$ cat config.mk
export PLATFORM = sky130hd
export DESIGN_NAME = fft_peak_detect
export DESIGN_NICKNAME = d
export VERILOG_FILES = /design/src/rtl/fft_peak_detect.sv
export SDC_FILE = /design/constraint.sdc
export NUM_CORES = 2
export LEC_CHECK = 0
export CAP_MARGIN = 10
export CORE_ASPECT_RATIO = 0.6
export CORE_MARGIN = 5
export CORE_UTILIZATION = 60
export CTS_BUF_LIST = sky130_fd_sc_hd__clkbuf_4 sky130_fd_sc_hd__clkbuf_8 sky130_fd_sc_hd__clkbuf_16
export DETAILED_ROUTE_END_ITERATION = 16
export PLACE_DENSITY = 0.85
export SLEW_MARGIN = 20
export SYNTH_ARGS = -nofsm -noshare
export SYNTH_HDL_FRONTEND = slang
export SYNTH_SLANG_ARGS = --single-unit
$ cat constraint.sdc
create_clock -name clk_50m -period 18.1 [get_ports clk_50m]
set_input_delay 1.81 -clock clk_50m [delete_from_list [all_inputs] [get_ports clk_50m]]
set_output_delay 1.81 -clock clk_50m [all_outputs]
set_load 0.05 [all_outputs]
$ cat src/rtl/fft_peak_detect.sv
// fft_peak_detect: finds the largest |X[k]|^2 inside [SEARCH_LO, SEARCH_HI]
// over one streamed FFT frame and reports its bin index and magnitude.
// Optional feature macro: PEAK_THRESH_EN (adds peak_thresh; report only if max > thresh).
module fft_peak_detect #(
  parameter int TRANSFORM_LEN = 1024,
  parameter int DATA_W        = 16,
  parameter int IDX_W         = 10,
  parameter int SEARCH_LO     = 1,
  parameter int SEARCH_HI     = 511
) (
  input  logic                  clk_50m,
  input  logic                  rst,
  input  logic                  fft_valid,
  input  logic                  fft_sop,
  input  logic                  fft_eop,
  input  logic [DATA_W-1:0]     fft_re,
  input  logic [DATA_W-1:0]     fft_im,
`ifdef PEAK_THRESH_EN
  input  logic [2*DATA_W-1:0]   peak_thresh,
`endif
  output logic                  peak_valid,
  output logic [IDX_W-1:0]      peak_idx,
  output logic [2*DATA_W-1:0]   peak_mag,
  output logic                  frame_err,
  output logic                  busy
);
  localparam int MAG_W  = 2*DATA_W;
  localparam int STAGES = 2;  // pipe index 0..2 = stage 1..3
  localparam logic [IDX_W-1:0] LO_IDX   = IDX_W'(SEARCH_LO);
  localparam logic [IDX_W-1:0] HI_IDX   = IDX_W'(SEARCH_HI);
  localparam logic [IDX_W-1:0] LAST_IDX = IDX_W'(TRANSFORM_LEN-1);

  localparam logic [1:0] S_IDLE   = 2'd0;
  localparam logic [1:0] S_ACCUM  = 2'd1;
  localparam logic [1:0] S_FLUSH  = 2'd2;
  localparam logic [1:0] S_REPORT = 2'd3;

  logic [1:0]       state_q, state_d;
  logic [IDX_W-1:0] cnt_q, cnt_d;
  logic             frame_err_q, frame_err_d;

  // per-bin sideband carried alongside the datapath
  logic [STAGES:0]             vld_pipe, sop_pipe, last_pipe;
  logic [STAGES:0][IDX_W-1:0]  idx_pipe;

  logic signed [DATA_W-1:0] re1_q, im1_q;
  logic signed [MAG_W-1:0]  re2sq_q, im2sq_q;
  logic [MAG_W-1:0]         mag3_q;

  logic [MAG_W-1:0] max_mag_q, max_mag_d, base_mag;
  logic [IDX_W-1:0] max_idx_q, max_idx_d, base_idx;

  logic             peak_valid_q, peak_valid_d;
  logic [IDX_W-1:0] peak_idx_q, peak_idx_d;
  logic [MAG_W-1:0] peak_mag_q, peak_mag_d;

  logic             acc, acc_sop, acc_last, fire;
  logic [IDX_W-1:0] acc_idx;

  // frame FSM: decides which input bins enter the pipeline and flags malformed frames
  always_comb begin
    state_d     = state_q;
    cnt_d       = cnt_q;
    frame_err_d = 1'b0;
    acc         = 1'b0;
    acc_sop     = 1'b0;
    acc_last    = 1'b0;
    acc_idx     = cnt_q;
    case (state_q)
      S_IDLE: if (fft_valid && fft_sop) begin
        acc = 1'b1; acc_sop = 1'b1; acc_idx = '0;
        cnt_d = IDX_W'(1); state_d = S_ACCUM;
      end
      S_ACCUM: if (fft_valid) begin
        if (fft_sop) begin
          // restart: old frame is dropped, this bin becomes bin 0
          frame_err_d = 1'b1;
          acc = 1'b1; acc_sop = 1'b1; acc_idx = '0;
          cnt_d = IDX_W'(1);
        end else if (fft_eop && cnt_q != LAST_IDX) begin
          frame_err_d = 1'b1;
          state_d     = S_IDLE;
        end else begin
          acc   = 1'b1;
          cnt_d = cnt_q + IDX_W'(1);
          if (cnt_q == LAST_IDX) begin
            acc_last = 1'b1;
            state_d  = S_FLUSH;
          end
        end
      end
      S_FLUSH: if (vld_pipe[STAGES] && last_pipe[STAGES]) state_d = S_REPORT;
      default: state_d = S_IDLE;  // S_REPORT
    endcase
  end

  // running maximum; a frame's first bin reaching the compare resets the baseline
  always_comb begin
    base_mag  = sop_pipe[STAGES] ? '0     : max_mag_q;
    base_idx  = sop_pipe[STAGES] ? LO_IDX : max_idx_q;
    max_mag_d = max_mag_q;
    max_idx_d = max_idx_q;
    if (vld_pipe[STAGES]) begin
      max_mag_d = base_mag;
      max_idx_d = base_idx;
      if (idx_pipe[STAGES] >= LO_IDX && idx_pipe[STAGES] <= HI_IDX && mag3_q > base_mag) begin
        max_mag_d = mag3_q;
        max_idx_d = idx_pipe[STAGES];
      end
    end
  end

  // report stage: publish the frame maximum, optionally gated by threshold
  always_comb begin
`ifdef PEAK_THRESH_EN
    fire = (state_q == S_REPORT) && (max_mag_q > peak_thresh);
`else
    fire = (state_q == S_REPORT);
`endif
    peak_valid_d = fire;
    peak_idx_d   = fire ? max_idx_q : peak_idx_q;
    peak_mag_d   = fire ? max_mag_q : peak_mag_q;
  end

  // control and output registers
  always_ff @(posedge clk_50m or posedge rst) begin
    if (rst) begin
      state_q      <= S_IDLE;
      cnt_q        <= '0;
      frame_err_q  <= 1'b0;
      max_mag_q    <= '0;
      max_idx_q    <= LO_IDX;
      peak_valid_q <= 1'b0;
      peak_idx_q   <= '0;
      peak_mag_q   <= '0;
      vld_pipe     <= '0;
      sop_pipe     <= '0;
      last_pipe    <= '0;
      idx_pipe     <= '0;
    end else begin
      state_q      <= state_d;
      cnt_q        <= cnt_d;
      frame_err_q  <= frame_err_d;
      max_mag_q    <= max_mag_d;
      max_idx_q    <= max_idx_d;
      peak_valid_q <= peak_valid_d;
      peak_idx_q   <= peak_idx_d;
      peak_mag_q   <= peak_mag_d;
      vld_pipe     <= {vld_pipe[STAGES-1:0], acc};
      sop_pipe     <= {sop_pipe[STAGES-1:0], acc_sop};
      last_pipe    <= {last_pipe[STAGES-1:0], acc_last};
      idx_pipe     <= {idx_pipe[STAGES-1:0], acc_idx};
    end
  end

  // magnitude datapath: register, square, sum
  always_ff @(posedge clk_50m or posedge rst) begin
    if (rst) begin
      re1_q   <= '0;
      im1_q   <= '0;
      re2sq_q <= '0;
      im2sq_q <= '0;
      mag3_q  <= '0;
    end else begin
      re1_q   <= fft_re;
      im1_q   <= fft_im;
      re2sq_q <= re1_q * re1_q;
      im2sq_q <= im1_q * im1_q;
      mag3_q  <= $unsigned(re2sq_q) + $unsigned(im2sq_q);
    end
  end

  assign peak_valid = peak_valid_q;
  assign peak_idx   = peak_idx_q;
  assign peak_mag   = peak_mag_q;
  assign frame_err  = frame_err_q;
  assign busy       = (state_q != S_IDLE);
endmodule
==> results.txt <==
Status - completed
Detailed placement HPWL - 49.8 mm
Synth area leaders - fa_1, dfrtp_1, ha_1, inv_1, nand2_1
Largest net degree at the start of global routing - 143
Crit-path max cell delay - 0.92 ns
Crit path top cell by count - fa_1
Yosys cell types - 71
Maximum clock insertion buffer count - 3
Max-Cap Viols - 0
Die W - 291 um
Syn nets - 3511
Synth async-reset ratio - 100%
Synth Cell Area - 0.0283 mm^2
Row cnt - 61
Nets - 3562
Top-count cell post-synth - inv_1
Req. time, crit path - 18.58 ns
Top cells by count, synth - inv_1, fa_1, dfrtp_1
Seq. cell area - 0.00658 mm^2
Post-synth EDFFs - 0
Post-route antenna net violation count - 0
Area Overhead vs Synth - 8.14%
Root Buffer - clkbuf_16
Crit share post-route - 39.5%
Peak Freq - 140 MHz
Yosys reg bits - 263
CTS Hold Buffers Added - 0
Warnings, synthesis - 0
Drc violations - 0
First-pass GRT wire length - 105 mm
Final Setup Violations - 0
CTS clk-pin slew, worst paths - 0.06 ns
I/O pin count - 82
Worst setup SP type - register
# diodes - 0
Post-DP Area - 0.0297 mm^2
Routed len/inst - 17.8 um
Mapped Cells - 2764
Rel. slew slack - 29.0%
WP data arrival - 7.64 ns
Starting density of the core - 61.0%
Clock latency on the worst-skew pair - 0.58 ns
Layout cells sized above 1 - 4.80%
Sequential share of the synthesized area - 23.2%
Vias in the first global route - 21000
DR iter-0 viols - 1510
Area of the multi-input gates - 0.0189 mm^2
Skew final - 0.0233 ns
Syn avg cell area - 10.3 um^2
Post-CTS setup buffer count - 0
Gr ovfl total - 0
Drt first pass iters - 7
Count of pins over their slew limit - 0
Initial antenna violation count - 0
H-Tree Depth - 1
Clock sink count - 263
Post-CTS sizing - 0
Final Hold Viols - 0
Worst reg2reg setup slack - 10.95 ns
Vias - 18900
Mean number of vias per cell - 5.45
Total CTS buffers - 27
CTS tree - built
Final WL - 61.6 mm
Worst-path fanout max - 19
Cell accounting for the most synthesized area - fa_1
RSZ-0062 raised after global routing - false
Setup TNS - 0 ns
Non-filler cells, final - 3465
CP cell instances - inv_1 -> nor2_1 -> fa_1 -> fa_1 -> fa_1 -> fa_1 -> fa_1 -> inv_1 -> fa_1 -> inv_1 -> ha_1 -> a21o_1 -> a21o_1 -> a21oi_1 -> o21ai_0 -> a211oi_1 -> o31ai_1 -> a21oi_1 -> xnor2_1
Total track usage - 25.1%
Inst Count DP - 3416
Worst Hold Class - reg2reg
Die Ht - 178 um
Synth top area share - 33.0%
Final Util - 65.9%
Slew @ Worst Pin - 1.06 ns
Design area - 0.0306 mm^2
Clock period minus worst slack - 7.15 ns
CORE AREA - 0.0465 mm^2
Die area - 0.0518 mm^2
Fill count - 3409
CP endpoint kind - register
Slowest CP cell - fa_1
I/O Buffers - 81
Synth Flop Type - dfrtp_1
Gpl congestion - 0.903
Critical path class - reg2reg
[cell type report]
type	count	share of cell area, %
clock buffer	33	2.43
inverter	690	8.48
multi-input combinational	1745	61.6
timing repair buffer	88	2.82
tap	630	2.57
sequential	263	21.5
clock inverter	16	0.600
[sequential cells by signal (all words and copies together), names as in the netlist, 2 cells and up]
name and cells:
mag3_q 32, max_mag_q 32, peak_mag 32, im2sq_q 31, re2sq_q 31, idx_pipe 30
im1_q 16, re1_q 16, cnt_q 10, max_idx_q 10, peak_idx 10, last_pipe 3
sop_pipe 3, vld_pipe 3, state_q 2
[metal layers]
layer  track usage [%]  vias up  routed length (um)
met5                 0        -                   0
met4              4.71        0                1020
met3              3.93       86                4470
met2              41.1      606               28900
met1              36.4     9649               27200
li1                  -     8531                   -
[logic make-up (layout without fill, tap and decap cells)]
family          Yosys count  after routing  share of synthesized area, %
mux                      87             87                          3.26
compound gates          258            258                          6.35
xor+xnor                116            116                          3.59
simple gates            574            574                          9.71
fa+ha+maj               710            710                          43.7
flops                   263            263                          23.2
buf+inv                 756            827                          10.1
[placed cells by master, fill, tap and decap left out, types with 5 or more instances in the layout]
cell,instances
nand4_1,12
xor2_1,33
dfrtp_1,262
buf_4,7
a31o_2,10
o21bai_1,14
nand2b_1,44
nand3_1,23
or2_2,6
mux2_2,42
fa_1,467
o21a_1,16
nor2_1,114
xnor2_1,83
o211ai_1,8
nor3_1,16
and3_1,15
nand2_1,216
inv_1,689
clkdlybuf4s50_1,81
nor2b_1,17
a21boi_1,5
clkbuf_16,27
mux2i_1,44
and2_1,90
a21o_1,27
a21oi_1,69
a211oi_1,15
o21ai_0,27
o21ai_1,22
ha_1,243
[metrics by stage]
stage / setup WS, ns / hold slack [ns]
2_1_floorplan: 9.05 / 0.331
3_3_place_gp: 11.24 / 0.332
3_5_place_dp: 11.06 / 0.335
4_1_cts: 11.01 / 0.353
5_1_grt: 10.50 / 0.359
6_report: 10.95 / 0.350
[critical path: cells and delay by family (launching register included)]
family                     cells  cell delay [ns]
buffers and inverters          3             0.61
adders and majority gates      7             3.88
DFF                            1             0.77
xor gates and xnor gates       1             0.13
AOI/OAI and AO/OA              7             1.35
and+or+nand+nor                1             0.33
[path summary, 6_finish.rpt]
check / startpoint / to / cells after the start
max: im1_q[15] / im2sq_q[31] / 19
max reg2reg: im1_q[15] / im2sq_q[31] / 19
min in group asynchronous: rst / frame_err / 2
min: idx_pipe[3] / idx_pipe[13] / 0
min reg2reg: idx_pipe[3] / idx_pipe[13] / 0
max in group asynchronous: rst / im1_q[13] / 4
Power is not shown: default switching activity piles up to over one toggle a cycle in this logic, so the estimate is an artifact.
==> RTL edit 1 (same settings) <==
The output `peak_valid` loses its register stage (`peak_valid_q` becomes a continuous assignment).
--- a/src/rtl/fft_peak_detect.sv
+++ b/src/rtl/fft_peak_detect.sv
@@ -132,3 +132,2 @@
       max_idx_q    <= LO_IDX;
-      peak_valid_q <= 1'b0;
       peak_idx_q   <= '0;
@@ -145,3 +144,2 @@
       max_idx_q    <= max_idx_d;
-      peak_valid_q <= peak_valid_d;
       peak_idx_q   <= peak_idx_d;
@@ -154,2 +152,4 @@
   end
+
+  assign peak_valid_q = peak_valid_d;
 
Function: no difference found for any inputs over 4 cycles, from zero or initial values and one cycle with rst high; that may be too few to reach the edited logic, so the function may still have changed.
==> RTL edit 1 against the original RTL <==
Synthesized area is essentially flat. Sequential cell count down 1. Cell area shrank 0.26%. Fmax decreased by 0.55%. Routed wire length fell by 0.86%. Setup slack worse by 0.039 ns. Count of clock-buffer cells in the layout did not move.
Power is not shown: default switching activity piles up to over one toggle a cycle in this logic, so the estimate is an artifact.
==> RTL edit 1: results (changes against the original RTL) <==
[metrics] arrival time at the worst endpoint: 7.67 ns (+0.03 ns)
[metrics] First-pass DRT Iterations: 5 (-2)
[metrics] placer's final routability congestion estimate: 0.9288 (+2.9%)
[metrics] Post-Synthesis Cell Area: 0.02831 sq mm (about the same)
[metrics] maximum buffer depth of the clock tree: 3 (unchanged)
[metrics] Worst Tran Pin Value: 0.9480 ns (-0.1139 ns)
[metrics] CTS buffer count: 25 (-7.4%)
[metrics] top cells by area in the synthesized netlist: sky130_fd_sc_hd__fa_1, sky130_fd_sc_hd__dfrtp_1, sky130_fd_sc_hd__ha_1
[metrics] placed wire-length estimate: 49,500 microns (-0.63%)
[metrics] Post-Route Skew: 0.01484 ns (-0.008472 ns)
[metrics] count of warnings emitted by yosys: 0 (unchanged)
[metrics] initial detailed-routing violation count: 1,297 (-14%)
[metrics] worst reg-to-reg setup slack: 10.91 ns (-0.04 ns)
[metrics] layout net count: 3,560 (-0.056%)
[metrics] total inserted antenna cells: 0 (unchanged)
[metrics] total track usage: 24.85% (-0.20 points)
[metrics] initial antenna violation count: 1 (+1)
[metrics] outcome: finished, final reports clean
[metrics] worst skew pair latency: 0.57 ns
[metrics] end point of the worst hold path: idx_pipe[24]
[metrics] syn_nets: 3,510 (-0.028%)
[metrics] # fillers: 3,436 (+0.79%)
[metrics] worst min-delay path startpoint: idx_pipe[14]
[metrics] detailed-route wire length per cell: 17.65 microns (-0.75%)
[metrics] Worst path max stage delay: 0.92 ns (about the same)
[metrics] largest net degree at the start of global routing: 126 (-12%)
[metrics] share of synthesized area occupied by flip-flops and latches: 23.16% (-0.068 points)
[metrics] top cells by instance count after synthesis: sky130_fd_sc_hd__inv_1, sky130_fd_sc_hd__fa_1, sky130_fd_sc_hd__dfrtp_1
[metrics] number of global-route vias before repair: 20,842 (-0.55%)
[metrics] fraction of layout instances using a drive strength above 1: 4.698% (-0.099 points)
[metrics] via count: 18,869 (-0.016%)
==> RTL edit 1: changes by cell type after synthesis, sizes merged <==
cell	change
dfrtp	-1
==> RTL edit 1: cells by family after synthesis <==
group / count (synthesis) / share of synthesized area [%]
flip-flops: 262 / 23.16
AO/OA/AOI/OAI: 258 / 6.355
multiplexers: 87 / 3.266
buffers and inverters: 756 / 10.16
AND/OR/NAND/NOR: 574 / 9.718
XOR/XNOR: 116 / 3.588
adder cells (fa/ha/maj): 710 / 43.76
==> RTL edit 1: worst register-to-register path, cell delays in order (launching register included) <==
cell	delay [ns]
sky130_fd_sc_hd__dfrtp_1	0.77
sky130_fd_sc_hd__inv_1	0.51
sky130_fd_sc_hd__nor2_1	0.36
sky130_fd_sc_hd__fa_1	0.63
sky130_fd_sc_hd__fa_1	0.93
sky130_fd_sc_hd__fa_1	0.53
sky130_fd_sc_hd__fa_1	0.51
sky130_fd_sc_hd__fa_1	0.50
sky130_fd_sc_hd__inv_1	0.05
sky130_fd_sc_hd__fa_1	0.47
sky130_fd_sc_hd__inv_1	0.04
sky130_fd_sc_hd__ha_1	0.31
sky130_fd_sc_hd__a21o_1	0.19
sky130_fd_sc_hd__a21o_1	0.16
sky130_fd_sc_hd__a21oi_1	0.16
sky130_fd_sc_hd__o21ai_0	0.13
sky130_fd_sc_hd__a211oi_1	0.41
sky130_fd_sc_hd__o31ai_1	0.14
sky130_fd_sc_hd__a21oi_1	0.18
sky130_fd_sc_hd__xnor2_1	0.14
==> RTL edit 1: per-layer routing <==
metal  wire length [microns]  GRT usage, %
met5                       0             0
met4                    1259         5.009
met3                    4610         5.065
met2                   28100         39.83
met1                   27130         36.00
==> RTL edit 1: layout make-up <==
cell class / count / area share, %
well taps: 630 / 2.579
clock inverters: 12 / 0.4830
repair buffers: 89 / 2.861
flip-flops and latches: 262 / 21.45
multi-input cells: 1745 / 61.78
inverters: 690 / 8.498
clock buffers: 33 / 2.345
==> RTL edit 1: metrics by stage <==
| stage | std cells | utilization, % | instance area (sq um) | worst slack, ns | hold slack (ns) |
|---|---|---|---|---|---|
| 2_1_floorplan | 2763 | - | 28310 | 9.080 | 0.3312 |
| 3_3_place_gp | 3416 | 63.89 | 29700 | 11.22 | 0.3326 |
| 3_5_place_dp | 3416 | 63.89 | 29700 | 10.99 | 0.3347 |
| 4_1_cts | 3461 | 65.75 | 30560 | 10.95 | 0.3439 |
| 5_1_grt | 3461 | 65.76 | 30570 | 10.48 | 0.3568 |
| 6_report | 3461 | 65.76 | 30570 | 10.91 | 0.3406 |
==> RTL edit 2 (same settings) <==
Without the edit above. Build with the macro `PEAK_THRESH_EN` defined.
--- a/src/rtl/fft_peak_detect.sv
+++ b/src/rtl/fft_peak_detect.sv
@@ -3,2 +3,4 @@
 // Optional feature macro: PEAK_THRESH_EN (adds peak_thresh; report only if max > thresh).
+`define PEAK_THRESH_EN
+
 module fft_peak_detect #(
Ports: changed (added peak_thresh); port bits go from 82 to 114. No check against the original RTL was run, so the function may have changed too.
==> RTL edit 2 against the original RTL <==
Synthesized area increased by 2.0%. Sequential cell count stayed put. Setup slack worse by 0.066 ns. Final cell count rose by 4.0%. Core utilization grew 0.39 points. Cell area grew 3.4%. Highest routed layer is now met5. Routed wire length up 4.3%.
Power is not shown: default switching activity piles up to over one toggle a cycle in this logic, so the estimate is an artifact.
==> RTL edit 2: results (changes against the original RTL) <==
[metrics] outcome: finished, final reports clean
[metrics] area share of the largest cell type after synthesis: 32.33% (-0.66 points)
[metrics] top cells by area in the synthesized netlist: sky130_fd_sc_hd__fa_1, sky130_fd_sc_hd__dfrtp_1, sky130_fd_sc_hd__ha_1
[metrics] fraction of layout instances using a drive strength above 1: 3.174% (-1.6 points)
[metrics] top cells by instance count after synthesis: sky130_fd_sc_hd__inv_1, sky130_fd_sc_hd__fa_1, sky130_fd_sc_hd__ha_1
[metrics] compound-cell area share of the yosys netlist: 6.408% (+0.059 points)
[metrics] layout net count: 3,758 (+5.5%)
[metrics] initial detailed-routing violation count: 1,525 (+0.99%)
[metrics] number of global-route vias before repair: 21,964 (+4.8%)
[metrics] # fillers: 3,502 (+2.7%)
[metrics] portion of netlist area occupied by mux cells: 3.163% (-0.10 points)
[metrics] Netlist cell types: 65 (-8.5%)
[metrics] area share of xor/xnor cells in the synthesized design: 3.392% (-0.19 points)
[metrics] placer's final routability congestion estimate: 0.9829 (+8.9%)
[metrics] First-pass DRT Iterations: 8 (+1)
[metrics] via count: 19,874 (+5.3%)
[metrics] routed wire length: 64,270 microns (+4.3%)
[metrics] count of buffers from port buffering: 113 (+40%)
[metrics] layout-stage area growth over the synthesis result: 9.583%
[metrics] largest net degree at the start of global routing: 129 (-9.8%)
[metrics] Post-Route Skew: 0.02514 ns (+0.001825 ns)
[metrics] cell count after synthesis: 2,853 (+3.2%)
[metrics] total track usage: 25.05% (about the same)
[metrics] worst slack at placement: 10.97 ns (-0.08880 ns)
[metrics] critical path peak fanout: 17 (-2)
[metrics] arrival time at the worst endpoint: 7.71 ns (+0.07 ns)
[metrics] placed wire-length estimate: 52,270 microns (+4.9%)
[metrics] synthesized-area fraction occupied by adder cells: 44.49% (+0.77 points)
[metrics] cell area reported after detailed placement: 0.03070 sq mm (+3.3%)
[metrics] detailed-route wire length per cell: 17.84 microns (+0.32%)
[metrics] Worst Tran Pin Value: 0.9441 ns (-0.1178 ns)
RTL edit 2: cell types whose count changed after synthesis, moves of 18 or more:
cell                      unedited run  this run
sky130_fd_sc_hd__ha_1              243       281
sky130_fd_sc_hd__mux2_1              1        39
sky130_fd_sc_hd__mux2_2             42         4
sky130_fd_sc_hd__nor2_1            114       137
sky130_fd_sc_hd__inv_1             690       710
sky130_fd_sc_hd__o21ai_1            22         4
RTL edit 2: final timing paths:
path	from	end	slack, ns
max	re1_q[15]	re2sq_q[30]	10.88
min	idx_pipe[9]	idx_pipe[19]	0.35
max reg2reg	re1_q[15]	re2sq_q[30]	10.88
min reg2reg	idx_pipe[9]	idx_pipe[19]	0.35
max in group asynchronous	rst	im2sq_q[15]	14.92
min in group asynchronous	rst	re1_q[4]	1.82
RTL edit 2: cell type report:
class,count,share of cell area [%]
Sequential cell,263,20.77
Timing Repair Buffer,119,3.723
Clock buffer,31,2.247
Tap cell,640,2.527
Multi-Input combinational cell,1819,61.41
Inverter,711,8.445
Clock inverter,19,0.8726
RTL edit 2: cell families (layout without fill, tap and decap cells):
group	after synthesis	in the layout
AO/OA/AOI/OAI	276	276
XOR/XNOR	112	112
adder cells (fa/ha/maj)	748	748
buffers and inverters	771	880
flip-flops	263	263
multiplexers	86	86
AND/OR/NAND/NOR	597	597
RTL edit 2: routing by layer:
layer / wire length (microns) / GRT usage, % / share of wire, % / vias up
met5: 9 / 0 / 0.014 / -
met3: 4715 / 4.681 / 7.3 / 120
met4: 1394 / 5.442 / 2.2 / 2
li1: - / - / - / 8932
met2: 30180 / 40.30 / 47 / 684
met1: 27970 / 36.14 / 44 / 10136
